$ cat config.mk
export PLATFORM = sky130hd
export DESIGN_NAME = ext
export DESIGN_NICKNAME = d
export VERILOG_FILES = /design/src/rtl/ext.sv
export SDC_FILE = /design/constraint.sdc
export NUM_CORES = 1
export LEC_CHECK = 0
export ABC_AREA = 1
export CAP_MARGIN = 20
export CORE_AREA = 3 3 63 65
export CTS_BUF_LIST = sky130_fd_sc_hd__clkbuf_16
export DETAILED_ROUTE_END_ITERATION = 8
export DIE_AREA = 0 0 66 68
export PLACE_DENSITY = 0.76
export SYNTH_ARGS = -nofsm -noshare
export SYNTH_HDL_FRONTEND = slang
export SYNTH_SLANG_ARGS = --single-unit
$ cat constraint.sdc
create_clock -name clk -period 0.8 [get_ports clk]
set_clock_uncertainty 0.1 [all_clocks]
set_input_delay 0.12 -clock clk [delete_from_list [all_inputs] [get_ports clk]]
set_output_delay 0.12 -clock clk [all_outputs]
set_load 0.01 [all_outputs]
$ cat src/rtl/ext.sv
// ext: widens instr[15:0] to 32 bits (zero, sign, lui, branch offset) into a register cleared by async reset
module ext (
  input  logic        clk,
  input  logic        rst_n,
  input  logic [31:0] instr,
  input  logic [1:0]  ImmSrc,
  output logic [31:0] imm
);
  logic [15:0] imm16;
  logic [31:0] nxt;
  logic        unused_hi;
  assign imm16     = instr[15:0];
  assign unused_hi = ^instr[31:16];
  always_comb
    nxt = ImmSrc == 2'b00 ? {16'h0000, imm16} :
          ImmSrc == 2'b01 ? {{16{imm16[15]}}, imm16} :
          ImmSrc == 2'b10 ? {imm16, 16'h0000} :
                            {{14{imm16[15]}}, imm16, 2'b00};
  always_ff @(posedge clk or negedge rst_n)
    if (!rst_n) imm <= '0;
    else        imm <= nxt;
endmodule

# Yosys cells after proc, flatten, opt, wreduce, memory -nomap -nowiden
# Cells that the tools add are included.
[op_classes]
n_eq_ne = 2
muxes = 3
reduce_logical = 1
[ops]
columns = ["operator", "n"]
rows = [
  ["31-bit two-way mux", 2],
  ["32-bit two-way mux", 1],
  ["2-bit by 1-bit == test with 1-bit output (second input constant)", 1],
  ["2-bit == test (second input constant)", 1],
  ["2-bit logical NOT", 1],
]
[word_totals]
regBits = 32
elab_cells = 7
in_bits = 36

# Depth between registers and ports, before layout
# Gate-level depths: netlist of the first run.
[logic_depth]
depth_word = 4
mapped_depth = 6
depth_no_buf = 4

# Worst setup path after synthesis of the first run
# No wires, ideal clock.
[synth_timing]
path_kind = "input port to flip-flop"
startpoint = "input ImmSrc[0]"
endpoint = "register imm[25]"
path_buffers = 2
setup_time_ps = 113
t_arrival_ps = 556
cell_stages = 6
t_required_ps = 587
setup_slack_ps = 31
cell_sequence = "buf_6 > inv_4 > buf_6 > nand2_1 > nand2_1 > inv_1"
[synth_between]
elab_chain_len = 4
word_cells_on_any_way = 6
[synth_rtl]
columns = ["item", "line_no", "source"]
rows = [
  ["start, declared", "6", "input logic [1:0] ImmSrc,"],
  ["2-bit == test", "17", "ImmSrc == 2'b10 ? {imm16, 16'h0000} :"],
  ["31-bit two-way mux", "17", ""],
  ["31-bit two-way mux", "16", "ImmSrc == 2'b01 ? {{16{imm16[15]}}, imm16} :"],
  ["32-bit two-way mux (*)", "15", "nxt = ImmSrc == 2'b00 ? {16'h0000, imm16} :"],
  ["net nxt[25]", "10", "logic [31:0] nxt;"],
  ["end signal, assigned", "21", "else imm <= nxt;"],
  ["end, declared", "7", "output logic [31:0] imm"],
]
# Mark *: on every way through the listed nets, which the timed path passes. The rest lies on a longest branch.

# Worst setup path in the final report of the first run
[layout_timing]
startpoint = "register imm[3]"
endpoint = "output imm[3]"
# No word-level cell between the ends.

==> flow_summary.ini, run 1 <==
[place]
dpl-instance-area_sq_um = 1880
dp_hpwl_um = 2190
gp_congestion = 0.888
numPortBuffers = 51

[worst_setup_path]
crit_required_ns = 0.58
cp-start-kind = flop
cp_max_fo = 1
slowest_delay_ns = 0.38
critical_path.slowest_cell = dfrtp_1
crit_buf_inv = 1
critical_path_class = flop to primary output
crit_path_end_kind = primary output
critPathLaunch = imm[3]$_DFF_PN0_
crit_arrival_ns = 0.77
critical-path-top-delay-family = flip-flops
cp_cell_sequence = buf_6

[layout]
final_util = 0.582
final_cell_mix = 66 x nand2_1, 32 x dfrtp_1, 31 x buf_2
reg_top3 = imm: 32 flops
drive_gt1_frac = 0.270
fin_area_sq_um = 1970
largest_reg_flops = 32
mostFrequentLayoutCell = nand2_1
area_delta_synth_final_pct = 49.4
top_register = imm
fin_nets = 246
n_antenna_cell = 0

[global_route]
overflow = 0
grt_max_degree = 33
antenna_found_initial = 0
grt_pass1_vias = 1117
grt_use_total = 0.159
grt_pass1_wl_um = 5210

[clocking]
cts_buffers = 5
clockRootBuffer = clkbuf_16
cts_tree = done
cts_setup_buffers = 0
cts-htree-levels = 2
hold_buffers = 0
cts_buffer_depth = 2
clk_pin_slew_ns = 0.05
clock_sinks = 32

[logic_synthesis]
ys_ff_latch = 32
yosysSeqAreaShare = 0.607
synthCells = 149
synth-adder-area-share = 0
synth.avg_cell_area_sq_um = 8.86
muxShareOfSynthArea = 0
synth-xor-area-share = 0
syn_nets = 185
yosys.area_share.simple = 0.261
synth_compound_area_frac = 0.0218
synth_top_family_by_area = simple AND/OR/NAND/NOR gates
yosys_warnings = 0
synth.distinct_cells = 14
netlist_area_sq_um = 1320

[detailed_routing]
detail-route-antenna-nets = 0
drt_first_iter_violations = 47
num_vias = 1140
drc = 0
via_per_inst = 4.44
drt_wl_total_um = 3130
drt-wirelength-per-cell_um = 12.2
first_pass_iters = 4

[worst_hold_path]
hp-class = input pin to flop
holdCritStartpoint = instr[13]

[sta]
slew_violations = 0
fmax_ghz = 1.01
worstMarginPinSlew_ns = 0.174
hold_viol_final = 0
timing.final.crit_share = 1.24
min_period_ns = 0.992
rsz0062_at_grt = yes
setup_viol = 32
relSlewSlack = 0.883
setup_slack_ns = -0.192

[floorplan]
design.die.area_sq_um = 4490
io_pins = 68
start_util = 0.389
die_w_um = 66
die_h_um = 68
core-area_sq_um = 3390
rows = 21

[run_status]
failed_checks = negative setup slack
status = finished with violations

[power_and_ir_drop]
irDropWorstVdd_mv = 1.06
powerDensity_nw_per_um2 = 2110
leakage_uw = 0.00113

[job]
maxCapViolCount = 0
## cell type report
type	instances	area (sq um)
timing repair inverter	1	11.3
tap	46	57.6
inverter	18	80.1
fill	303	1420
sequential	32	801
timing repair buffer	60	477
multi-input combinational	92	407
clock inverter	3	13.8
clock buffer	5	125
## through the flow
stage               setup WS, ns  hold WS, ns  cells  setup TNS (ns)  total power, uW
finish                    -0.192       0.0635    257           -5.62             4160
global route              -0.224       0.0948    257           -6.43             4380
CTS                       -0.205        0.124    257           -5.99             4220
detailed placement        -0.512        0.402    246          -22.41             2520
global placement          -0.525        0.403    246          -22.05             2520
floorplan                 0.0311       -0.276    149               0             2090
## where the power goes
part,internal [uW],leakage (uW),switching [uW]
Sequential,1740,0.000390,28.1
Combinational,294,0.000671,364
Clock,1120,0.0000710,610
Total,3160,0.00113,1000
## per-layer routing
layer  wire (um)  GRT usage
met2        1380      0.239
met4          79     0.0736
met5           0          0
met3         277     0.0608
met1        1390      0.203
## cells by family after synthesis
logic type      count (synthesis)
compound gates                  5
buf+inv                        26
flops                          32
simple gates                   86
## cell usage after synthesis (all sizes together)
cell   number  area share
nand3      15       0.057
nor2        4       0.011
buf         8       0.058
nand2      67        0.19
dfrtp      32        0.61
o21ai       4       0.015
inv        18       0.053
a21oi       1      0.0066
## worst paths after layout
check                      cells past startpoint  slack (ns)                end
hold / removal                                 3        0.06  imm[13]$_DFF_PN0_
max in group asynchronous                      2        0.32  imm[19]$_DFF_PN0_
min in group asynchronous                      2        0.12   imm[8]$_DFF_PN0_
setup / recovery                               1       -0.19             imm[3]
## timing repair
action | 4_1_cts | 5_1_grt
endpoints found under the setup margin | 64 | 40
pin swaps | 1 | 0
hold endpoints to repair | 0 | 0
gates cloned | 3 | 0
resized for setup | 149 | 7
(Power assumes the default switching activity.)
==> run 2, diff against run 1 <==
Settings changed: ABC_CLOCK_PERIOD_IN_PS set to 800, CORE_AREA 3 3 63 65 to 2 2 62 64, DIE_AREA 0 0 66 68 to 0 0 64 66.
==> flow_summary.ini, run 2 (synthesized netlist as in run 1, its figures left out) <==
[run_status]
status = finished with violations
failed_checks = negative setup slack

[layout]
area_delta_synth_final_pct = 45.2
fillCellCount = 328
largest_reg_flops = 32
fin_nets = 247
drive_gt1_frac = 0.264
mostFrequentLayoutCell = nand2_1
final_cell_mix = 66 x nand2_1, 32 x dfrtp_1, 32 x buf_2
n_antenna_cell = 0
reg_top3 = imm: 32 flops
top_register = imm

[clocking]
cts_buffer_depth = 2
cts_tree = done
clock_sinks = 32
cts-htree-levels = 2
hold_buffers = 0
clockRootBuffer = clkbuf_16
clk_pin_slew_ns = 0.05
cts_buffers = 5

[global_route]
grt_use_total = 0.156
overflow = 0
grt_pass1_vias = 1016
antenna_found_initial = 0
grt_max_degree = 33
grt_pass1_wl_um = 4860

[worst_setup_path]
slowest_delay_ns = 0.37
crit_path_end_kind = primary output
crit_required_ns = 0.58
cp_cell_sequence = buf_2
critical_path.slowest_cell = dfrtp_1
cp.depth = 1
crit_arrival_ns = 0.78
cp-start-kind = flop
critical-path-top-delay-family = flip-flops
cp_max_fo = 1
crit_buf_inv = 1
critical_path_class = flop to primary output

[sta]
worstMarginPinSlew_ns = 0.286
rsz0062_at_grt = yes
setup_slack_ns = -0.203
setup_viol = 32
holdWs_ns = 0.0686
fmax_ghz = 0.997
slew_violations = 0
relSlewSlack = 0.810
timing.final.crit_share = 1.25
min_period_ns = 1.00
hold_viol_final = 0

[power_and_ir_drop]
leakage_uw = 0.00109
pwr-share-seq = 0.429
power_frac_comb = 0.152
pwr-share-clk = 0.419
power.switching_uw = 990
irDropWorstVdd_mv = 1.24
switching_share = 0.240
report.power.total_uw = 4120
p_int_uw = 3130
powerDensity_nw_per_um2 = 2150

[floorplan]
io_pins = 68
die_h_um = 66
start_util = 0.372
design.die.area_sq_um = 4220
core-area_sq_um = 3550
rows = 22
die_w_um = 64

[place]
numPortBuffers = 51
dp_hpwl_um = 1980
gp_congestion = 0.742

[detailed_routing]
detail-route-antenna-nets = 0
via_per_inst = 4.33
drt_wl_total_um = 2990
drt_first_iter_violations = 52
drt-wirelength-per-cell_um = 11.5
drc = 0
num_vias = 1127
first_pass_iters = 4

[worst_hold_path]
hp-class = input pin to flop
holdPathEnd = imm[3]$_DFF_PN0_
holdCritStartpoint = instr[3]
min_path_cells = 3

[job]
maxCapViolCount = 0
## run 2: area by class of cell
type,count,area [sq um],area share
Clock inverter,3,11.3,0.00587
Timing Repair inverter,2,15.0,0.00783
Clock buffer,5,125,0.0653
Timing Repair Buffer,61,445,0.232
Tap cell,48,60.1,0.0313
Inverter,18,72.6,0.0379
Multi-Input combinational cell,91,387,0.202
Sequential cell,32,801,0.418
## run 2: per-stage QoR
stage | TNS [ns] | cells | worst slack [ns] | instance area (sq um) | utilization
after floorplan | 0 | 149 | 0.0311 | 1320 | -
after detailed placement | -22.78 | 245 | -0.524 | 1860 | 0.525
final | -5.65 | 260 | -0.203 | 1920 | 0.540
after global placement | -22.26 | 245 | -0.493 | 1860 | 0.525
after CTS | -5.90 | 257 | -0.210 | 1890 | 0.533
after global routing | -6.47 | 260 | -0.224 | 1920 | 0.540
## run 2: worst max path at each step
stage | startpoint | endpoint | slack [ns]
5_1_grt | imm[17]$_DFF_PN0_ | imm[17] | -0.22
3_5_place_dp | ImmSrc[0] | imm[2]$_DFF_PN0_ | -0.52
6_report | imm[24]$_DFF_PN0_ | imm[24] | -0.20
3_3_place_gp | ImmSrc[0] | imm[26]$_DFF_PN0_ | -0.49
2_1_floorplan | ImmSrc[0] | imm[25]$_DFF_PN0_ | 0.03
4_1_cts | imm[24]$_DFF_PN0_ | imm[24] | -0.21
## run 2: timing repair
item | in CTS | in global routing
setup buffers | 2 | 3
gates cloned | 2 | 0
gates resized for setup | 145 | 3
endpoints found under the hold margin | 0 | 0
setup endpoints to repair | 64 | 34
## run 2: metal layers
| layer | GRT usage | wire (um) | vias up |
|---|---|---|---|
| met5 | 0 | 0 | - |
| met4 | 0.0734 | 27 | 0 |
| met3 | 0.0647 | 252 | 4 |
| met2 | 0.240 | 1450 | 45 |
| met1 | 0.190 | 1260 | 512 |
| li1 | - | - | 566 |
## run 2: power groups by stage
stage	logic [uW]	clock network (uW)	registers, uW
after floorplan	217	0	1870
after global placement	703	0	1800
after detailed placement	707	0	1800
after CTS	621	1760	1770
after global routing	695	1840	1780
final	626	1730	1770
